==> config.mk <==
export PLATFORM = sky130hd
export DESIGN_NAME = imm_enc
export DESIGN_NICKNAME = d
export VERILOG_FILES = /design/src/rtl/imm_enc.sv
export SDC_FILE = /design/constraint.sdc
export NUM_CORES = 1
export LEC_CHECK = 0
export CAP_MARGIN = 0
export CELL_PAD_IN_SITES_DETAIL_PLACEMENT = 2
export CELL_PAD_IN_SITES_GLOBAL_PLACEMENT = 2
export CORE_AREA = 2 2 109 164
export DETAILED_ROUTE_END_ITERATION = 7
export DIE_AREA = 0 0 111 166
export GPL_ROUTABILITY_DRIVEN = 1
export HOLD_SLACK_MARGIN = 0.05
export PLACE_DENSITY = 0.82
export RECOVER_POWER = 50
export SLEW_MARGIN = 20
export SYNTH_ARGS = -nofsm -noshare
export SYNTH_HDL_FRONTEND = slang
export SYNTH_SLANG_ARGS = --single-unit
==> constraint.sdc <==
create_clock -name i_Clk -period 2.13 [get_ports i_Clk]
set_input_delay 0.639 -clock i_Clk [delete_from_list [all_inputs] [get_ports i_Clk]]
set_output_delay 0.639 -clock i_Clk [all_outputs]
set_load 0.02 [all_outputs]
==> src/rtl/imm_enc.sv <==
`timescale 1ns/1ps
// RV64 instruction encoder with li expansion and a registered valid/ready output stage.
// Define IMM_ENC_RANGE_CHECK_EN to turn immediate range/alignment violations into error beats.
module imm_enc (
   input  logic        i_Clk,
   input  logic        i_Rst_n,
   input  logic        i_Valid,
   output logic        o_Ready,
   input  logic [2:0]  i_Format,
   input  logic [6:0]  i_Opcode,
   input  logic [2:0]  i_Funct3,
   input  logic [6:0]  i_Funct7,
   input  logic [4:0]  i_Rd,
   input  logic [4:0]  i_Rs1,
   input  logic [4:0]  i_Rs2,
   input  logic [63:0] i_Immediate,
   output logic        o_Valid,
   input  logic        i_Ready,
   output logic [31:0] o_Instr,
   output logic        o_Error
);

   // state    | meaning
   // S_IDLE   | output register empty
   // S_OUT    | one beat held
   // S_OUT2   | li LUI beat held, ADDIW beat pending in second_q
   typedef enum logic [1:0] {S_IDLE, S_OUT, S_OUT2} state_t;

   localparam logic [31:0] NOP = 32'h0000_0013;

   state_t      state, state_nxt;
   logic [31:0] instr_nxt, second_q, second_nxt;
   logic        err_nxt;
   logic        accept;

   logic [31:0] enc_instr, enc_second;
   logic        enc_err, enc_two;
   logic        range_ok;
   logic [63:0] li_val;
   logic        li_fits12, li_fits32;
   logic [19:0] li_hi;

`ifdef IMM_ENC_RANGE_CHECK_EN
   logic fits12, fits13, fits21, fits32;

   assign li_val = i_Immediate;
   assign fits12 = (&i_Immediate[63:11]) | ~(|i_Immediate[63:11]);
   assign fits13 = (&i_Immediate[63:12]) | ~(|i_Immediate[63:12]);
   assign fits21 = (&i_Immediate[63:20]) | ~(|i_Immediate[63:20]);
   assign fits32 = (&i_Immediate[63:31]) | ~(|i_Immediate[63:31]);

   always_comb begin
      range_ok = 1'b1;
      case (i_Format)
         3'd1, 3'd2: range_ok = fits12;
         3'd3:       range_ok = fits13 & ~i_Immediate[0];
         3'd4:       range_ok = fits32 & ~(|i_Immediate[11:0]);
         3'd5:       range_ok = fits21 & ~i_Immediate[0];
         3'd6:       range_ok = li_fits32;
         default:    range_ok = 1'b1;
      endcase
   end
`else
   logic unused_imm_hi;

   // Unchecked li works from the low word, so it always fits 32 bits.
   assign li_val        = {{32{i_Immediate[31]}}, i_Immediate[31:0]};
   assign range_ok      = 1'b1;
   assign unused_imm_hi = ^i_Immediate[63:32];
`endif

   assign li_fits12  = (&li_val[63:11]) | ~(|li_val[63:11]);
   assign li_fits32  = (&li_val[63:31]) | ~(|li_val[63:31]);
   // (imm + 0x800)[31:12]: the rounding carry enters bit 12 exactly when bit 11 is set.
   assign li_hi      = li_val[31:12] + {19'd0, li_val[11]};
   assign enc_second = {li_val[11:0], i_Rd, 3'b000, i_Rd, 7'h1B};

   always_comb begin
      enc_instr = NOP;
      enc_err   = 1'b0;
      enc_two   = 1'b0;
      case (i_Format)
         3'd0: enc_instr = {i_Funct7, i_Rs2, i_Rs1, i_Funct3, i_Rd, i_Opcode};
         3'd1: enc_instr = {i_Immediate[11:0], i_Rs1, i_Funct3, i_Rd, i_Opcode};
         3'd2: enc_instr = {i_Immediate[11:5], i_Rs2, i_Rs1, i_Funct3,
                            i_Immediate[4:0], i_Opcode};
         3'd3: enc_instr = {i_Immediate[12], i_Immediate[10:5], i_Rs2, i_Rs1, i_Funct3,
                            i_Immediate[4:1], i_Immediate[11], i_Opcode};
         3'd4: enc_instr = {i_Immediate[31:12], i_Rd, i_Opcode};
         3'd5: enc_instr = {i_Immediate[20], i_Immediate[10:1], i_Immediate[11],
                            i_Immediate[19:12], i_Rd, i_Opcode};
         3'd6: begin
            if (li_fits12) begin
               enc_instr = {li_val[11:0], 5'd0, 3'b000, i_Rd, 7'h13};
            end else begin
               enc_instr = {li_hi, i_Rd, 7'h37};
               enc_two   = |li_val[11:0];
            end
         end
         default: enc_err = 1'b1;
      endcase
      if (!range_ok) begin
         enc_instr = NOP;
         enc_err   = 1'b1;
         enc_two   = 1'b0;
      end
   end

   assign o_Valid = (state != S_IDLE);
   assign o_Ready = i_Rst_n && (state != S_OUT2) && (!o_Valid || i_Ready);
   assign accept  = i_Valid && o_Ready;

   always_comb begin
      state_nxt  = state;
      instr_nxt  = o_Instr;
      err_nxt    = o_Error;
      second_nxt = second_q;
      case (state)
         S_IDLE, S_OUT: begin
            if (accept) begin
               instr_nxt  = enc_instr;
               err_nxt    = enc_err;
               second_nxt = enc_second;
               state_nxt  = enc_two ? S_OUT2 : S_OUT;
            end else if (state == S_OUT && i_Ready) begin
               state_nxt = S_IDLE;
            end
         end
         S_OUT2: begin
            if (i_Ready) begin
               instr_nxt = second_q;
               err_nxt   = 1'b0;
               state_nxt = S_OUT;
            end
         end
         default: state_nxt = S_IDLE;
      endcase
   end

   always_ff @(posedge i_Clk) begin
      if (!i_Rst_n) begin
         state    <= S_IDLE;
         o_Instr  <= 32'd0;
         o_Error  <= 1'b0;
         second_q <= 32'd0;
      end else begin
         state    <= state_nxt;
         o_Instr  <= instr_nxt;
         o_Error  <= err_nxt;
         second_q <= second_nxt;
      end
   end

endmodule

==> results list <==
- DRC Markers: 0
- Number of buffers created by CTS: 5
- VDD sags by at most 325 uV.
- First-pass GRT wire length: 34.4 mm
* Antenna violation net count after detailed routing: 0
- Arr. time, crit path: 2.44 ns
- In the final routed layout, each cell accounts on average for 28.1 um.
* Clock latency reported for the late side of the worst-skew pair: 0.31 ns
* Number of antenna violations at the first check in global routing: 0
* Post-detail-place hpwl: 15.4 mm
- After clock tree synthesis, the clock-pin slew on the worst setup and hold paths is 0.09 ns.
- Avg Vias per Cell: 5.71
- First-iteration detailed-routing DRC count: 442
- Setup slack on the worst reg-to-reg path comes out at 0.18 ns.
* Reg-to-Reg Start: state[1]
- The netlist uses 59 different library cells.
* Worst Setup Start Kind: primary input
- Number of I/O port buffers: 105
- Largest fanout on the critical path: 6
* Sort of element at the end of the critical path: flip-flop
- The routed layout has 5074 vias.
* Sw power: 1.16 mW
* Diodes inserted: 0
* Core utilization of the finished layout: 0.390
* Startpoint of the lowest-slack hold path: o_Instr[0]
- Ratio of total power to cell area: 488 nW/um^2
* Routability congestion estimate from global placement: 0.866
* Core footprint: 17100 sq um
- Of the synthesized area, sequential elements account for 0.289.
- The first detailed-routing pass ran for 5 iterations.
- Reg2Reg Capture Point: o_Instr[24]
- Ys Warns: 0
- At the end of the flow, the number of nets in the layout was 780.
* Worst setup slack before clock tree synthesis: -0.971 ns
- In this run the count of I/O pins placed on the die edge is 138.
* Final Hold Viols: 0
- Via count of the first global-routing pass: 5718
* Maximum buffer depth of the clock tree: 2
- Worst Setup Slack, final: -0.104 ns
- Library cell used as clock root buffer: clkbuf_16
- Number of max-cap violations: 0
- Number of cells in the finished layout apart from fillers: 888
* Netlist area before placement: 3670 sq um
- For the pin with the worst max-slew slack, the measured transition is 0.601 ns.
- Worst slew margin relative to its limit: 0.599
- Worst clock skew: 0.0137 ns
- Area growth, synth to finish: 81.2%
- The max-slew violation count was 0.
- The routed design could run at a clock period as short as 2.23 ns.
- Cell internal power was estimated by the tool at 2.08 mW.
- Of all flip-flops after synthesis, the portion carrying an async set or reset was 0.
- The flow ran to the end, but the final reports show violations.
- The number of nets handed over by synthesis was 573.
- Counting every sink on the clock net gives 53.
- Portion of total power attributed to the clock network: 0.288
* Share of total power in combinational logic: 0.362
- For hold timing, the worst endpoint is o_Instr[0].
* Setup repair after global routing missed its margin: yes
- Routed WL: 24.9 mm
* Share of layout cells above drive strength 1: 0.354
- The tightest min-delay check is of the reg -> reg type.
- The critical path in this run is classified as in -> reg.
* Leakage power summed over all cells: 2.48 nW
- Starting density of the core: 0.215
- Entering global routing, the biggest net connects 54 pins.
* Die height: 166 um
* Placed cell count: 860
- Number of synthesized flops with an enable pin: 0
- The floorplan step defined a die boundary enclosing 18400 sq um.
- Syn Inst Count: 467
- For this run the aggregate overflow at the end of global routing stands at 0.
* Clock tree from TritonCTS: done
* Max H-tree Level: 2
- The final reports fail on negative setup slack.
- Setup violation total in the final timing report: 13
- The share of total power dissipated in sequential elements is 0.350.
* Horizontal die dimension: 111 um
* Part of the cycle the worst path needs: 1.05
* Mean cell area of the mapped netlist: 7.85 sq um
* Proportion of total power due to net switching: 0.359
- The most used flip-flop cell after synthesis is dfxtp_1.
* Global routing usage summed across all routing layers: 0.239
- Number of cells on the worst hold path: 2
- The initialized floorplan defines 59 standard-cell rows.
* Flops & latches, synth: 53
- Highest attainable clock frequency: 0.448 GHz
* Number of cells on the worst reg-to-reg path: 6
* CP required: 2.34 ns
-- power groups by stage --
| stage | Clock [mW] | Combinational, mW | Sequential (mW) |
|---|---|---|---|
| 2_1_floorplan | 0 | 0.339 | 1.19 |
| 3_3_place_gp | 0 | 0.950 | 1.14 |
| 3_5_place_dp | 0 | 0.988 | 1.15 |
| 4_1_cts | 0.918 | 1.06 | 1.13 |
| 5_1_grt | 0.964 | 1.22 | 1.14 |
| 6_report | 0.934 | 1.17 | 1.13 |
-- cell usage in the layout (no fill, tap or decap), types with 5 or more instances in the layout --
cell / instances
nor3_1: 5
mux2i_1: 18
a21oi_1: 11
nor3b_2: 5
buf_6: 12
o31ai_2: 5
nor2b_1: 22
dlygate4sd2_1: 11
o21ai_0: 19
nand2_1: 62
o21ai_1: 7
xnor2_1: 7
clkbuf_16: 6
nor4_2: 7
buf_12: 9
nand4_1: 6
o21a_1: 7
clkdlybuf4s50_1: 72
a21oi_2: 7
o211ai_1: 9
a32o_1: 5
nand3_1: 20
a21boi_0: 8
dfxtp_1: 51
nor2_1: 10
dlygate4sd3_1: 5
nor4_1: 5
buf_2: 7
buf_4: 106
mux2_2: 7
buf_8: 5
inv_1: 9
xor2_1: 5
-- registers in the layout, indices dropped and copies added (netlist names) --
| name | count |
|---|---|
| state | 2 |
| second_q | 18 |
| o_Instr | 32 |
| o_Error | 1 |
-- metal layers --
| layer | vias up | part of all wire | global-route usage |
|---|---|---|---|
| met4 | 0 | 0.054 | 0.141 |
| met5 | - | 0 | 0 |
| met3 | 99 | 0.039 | 0.0285 |
| met1 | 2568 | 0.36 | 0.251 |
| li1 | 2162 | - | - |
| met2 | 245 | 0.55 | 0.452 |
-- layout make-up --
class                      instances  area (sq um)
sequential                        53          1060
inverter                          10          41.3
clock inverter                     3          28.8
clock buffer                       5           125
timing repair buffer             235          2240
fill                            1817         10400
multi-input combinational        369          2880
tap                              213           267
-- worst max path at each step --
stage	slack, ns	startpoint	cells past startpoint	end
after floorplan	-0.1	i_Immediate[13]	7	o_Instr[31]
after detailed placement	-0.97	i_Immediate[17]	8	o_Instr[20]
final	-0.10	i_Immediate[17]	10	o_Instr[13]
after global routing	-0.22	i_Immediate[17]	10	o_Instr[22]
after global placement	-0.84	i_Immediate[17]	7	o_Instr[31]
after CTS	-0.07	i_Format[2]	7	o_Instr[31]
-- synthesized netlist by cell type, drive strengths merged (8+ instances only) --
master	n	area share
a21boi	9	0.018
a21oi	20	0.027
buf	11	0.017
clkbuf	24	0.025
dfxtp	53	0.29
inv	10	0.010
mux2i	19	0.052
nand2	65	0.067
nand3	25	0.034
nor2	13	0.013
nor2b	25	0.043
nor3	10	0.014
nor3b	9	0.018
nor4	12	0.020
o211ai	9	0.018
o21ai	29	0.040
o31ai	8	0.016
-- per-stage QoR --
| stage | total power, mW | hold WS [ns] | setup TNS (ns) | area (sq um) |
|---|---|---|---|---|
| detailed placement | 2.14 | 0.459 | -28.51 | 5780 |
| finish | 3.24 | 0.487 | -0.526 | 6640 |
| global route | 3.33 | 0.536 | -2.58 | 6640 |
| floorplan | 1.53 | 0.482 | -0.129 | 3710 |
| CTS | 3.11 | 0.473 | -0.605 | 6380 |
| global placement | 2.09 | 0.461 | -23.30 | 5780 |
-- cells by family after synthesis --
group	count (synthesis)	synth area share
and+or+nand+nor	187	0.267
adders and majority gates	3	0.0102
xor gates and xnor gates	12	0.0287
muxes	26	0.0734
DFF	53	0.289
buffers and inverters	45	0.0519
AOI/OAI and AO/OA	141	0.279
-- repair_timing --
action,in CTS,in global routing
hold buffers,0,0
pin swaps,32,23
setup endpoints to repair,34,29
buffers inserted,12,4
cloned,4,1
resized for setup,145,61
-- worst max-delay path, stage by stage --
cell      delay, ns
buf_12         0.11
buf_4          0.14
buf_6          0.12
nor4b_4        0.37
nand3_4        0.16
o32ai_4        0.18
buf_6          0.19
buf_12         0.16
o311ai_1       0.13
a32o_1         0.24
(Power assumes the default switching activity.)
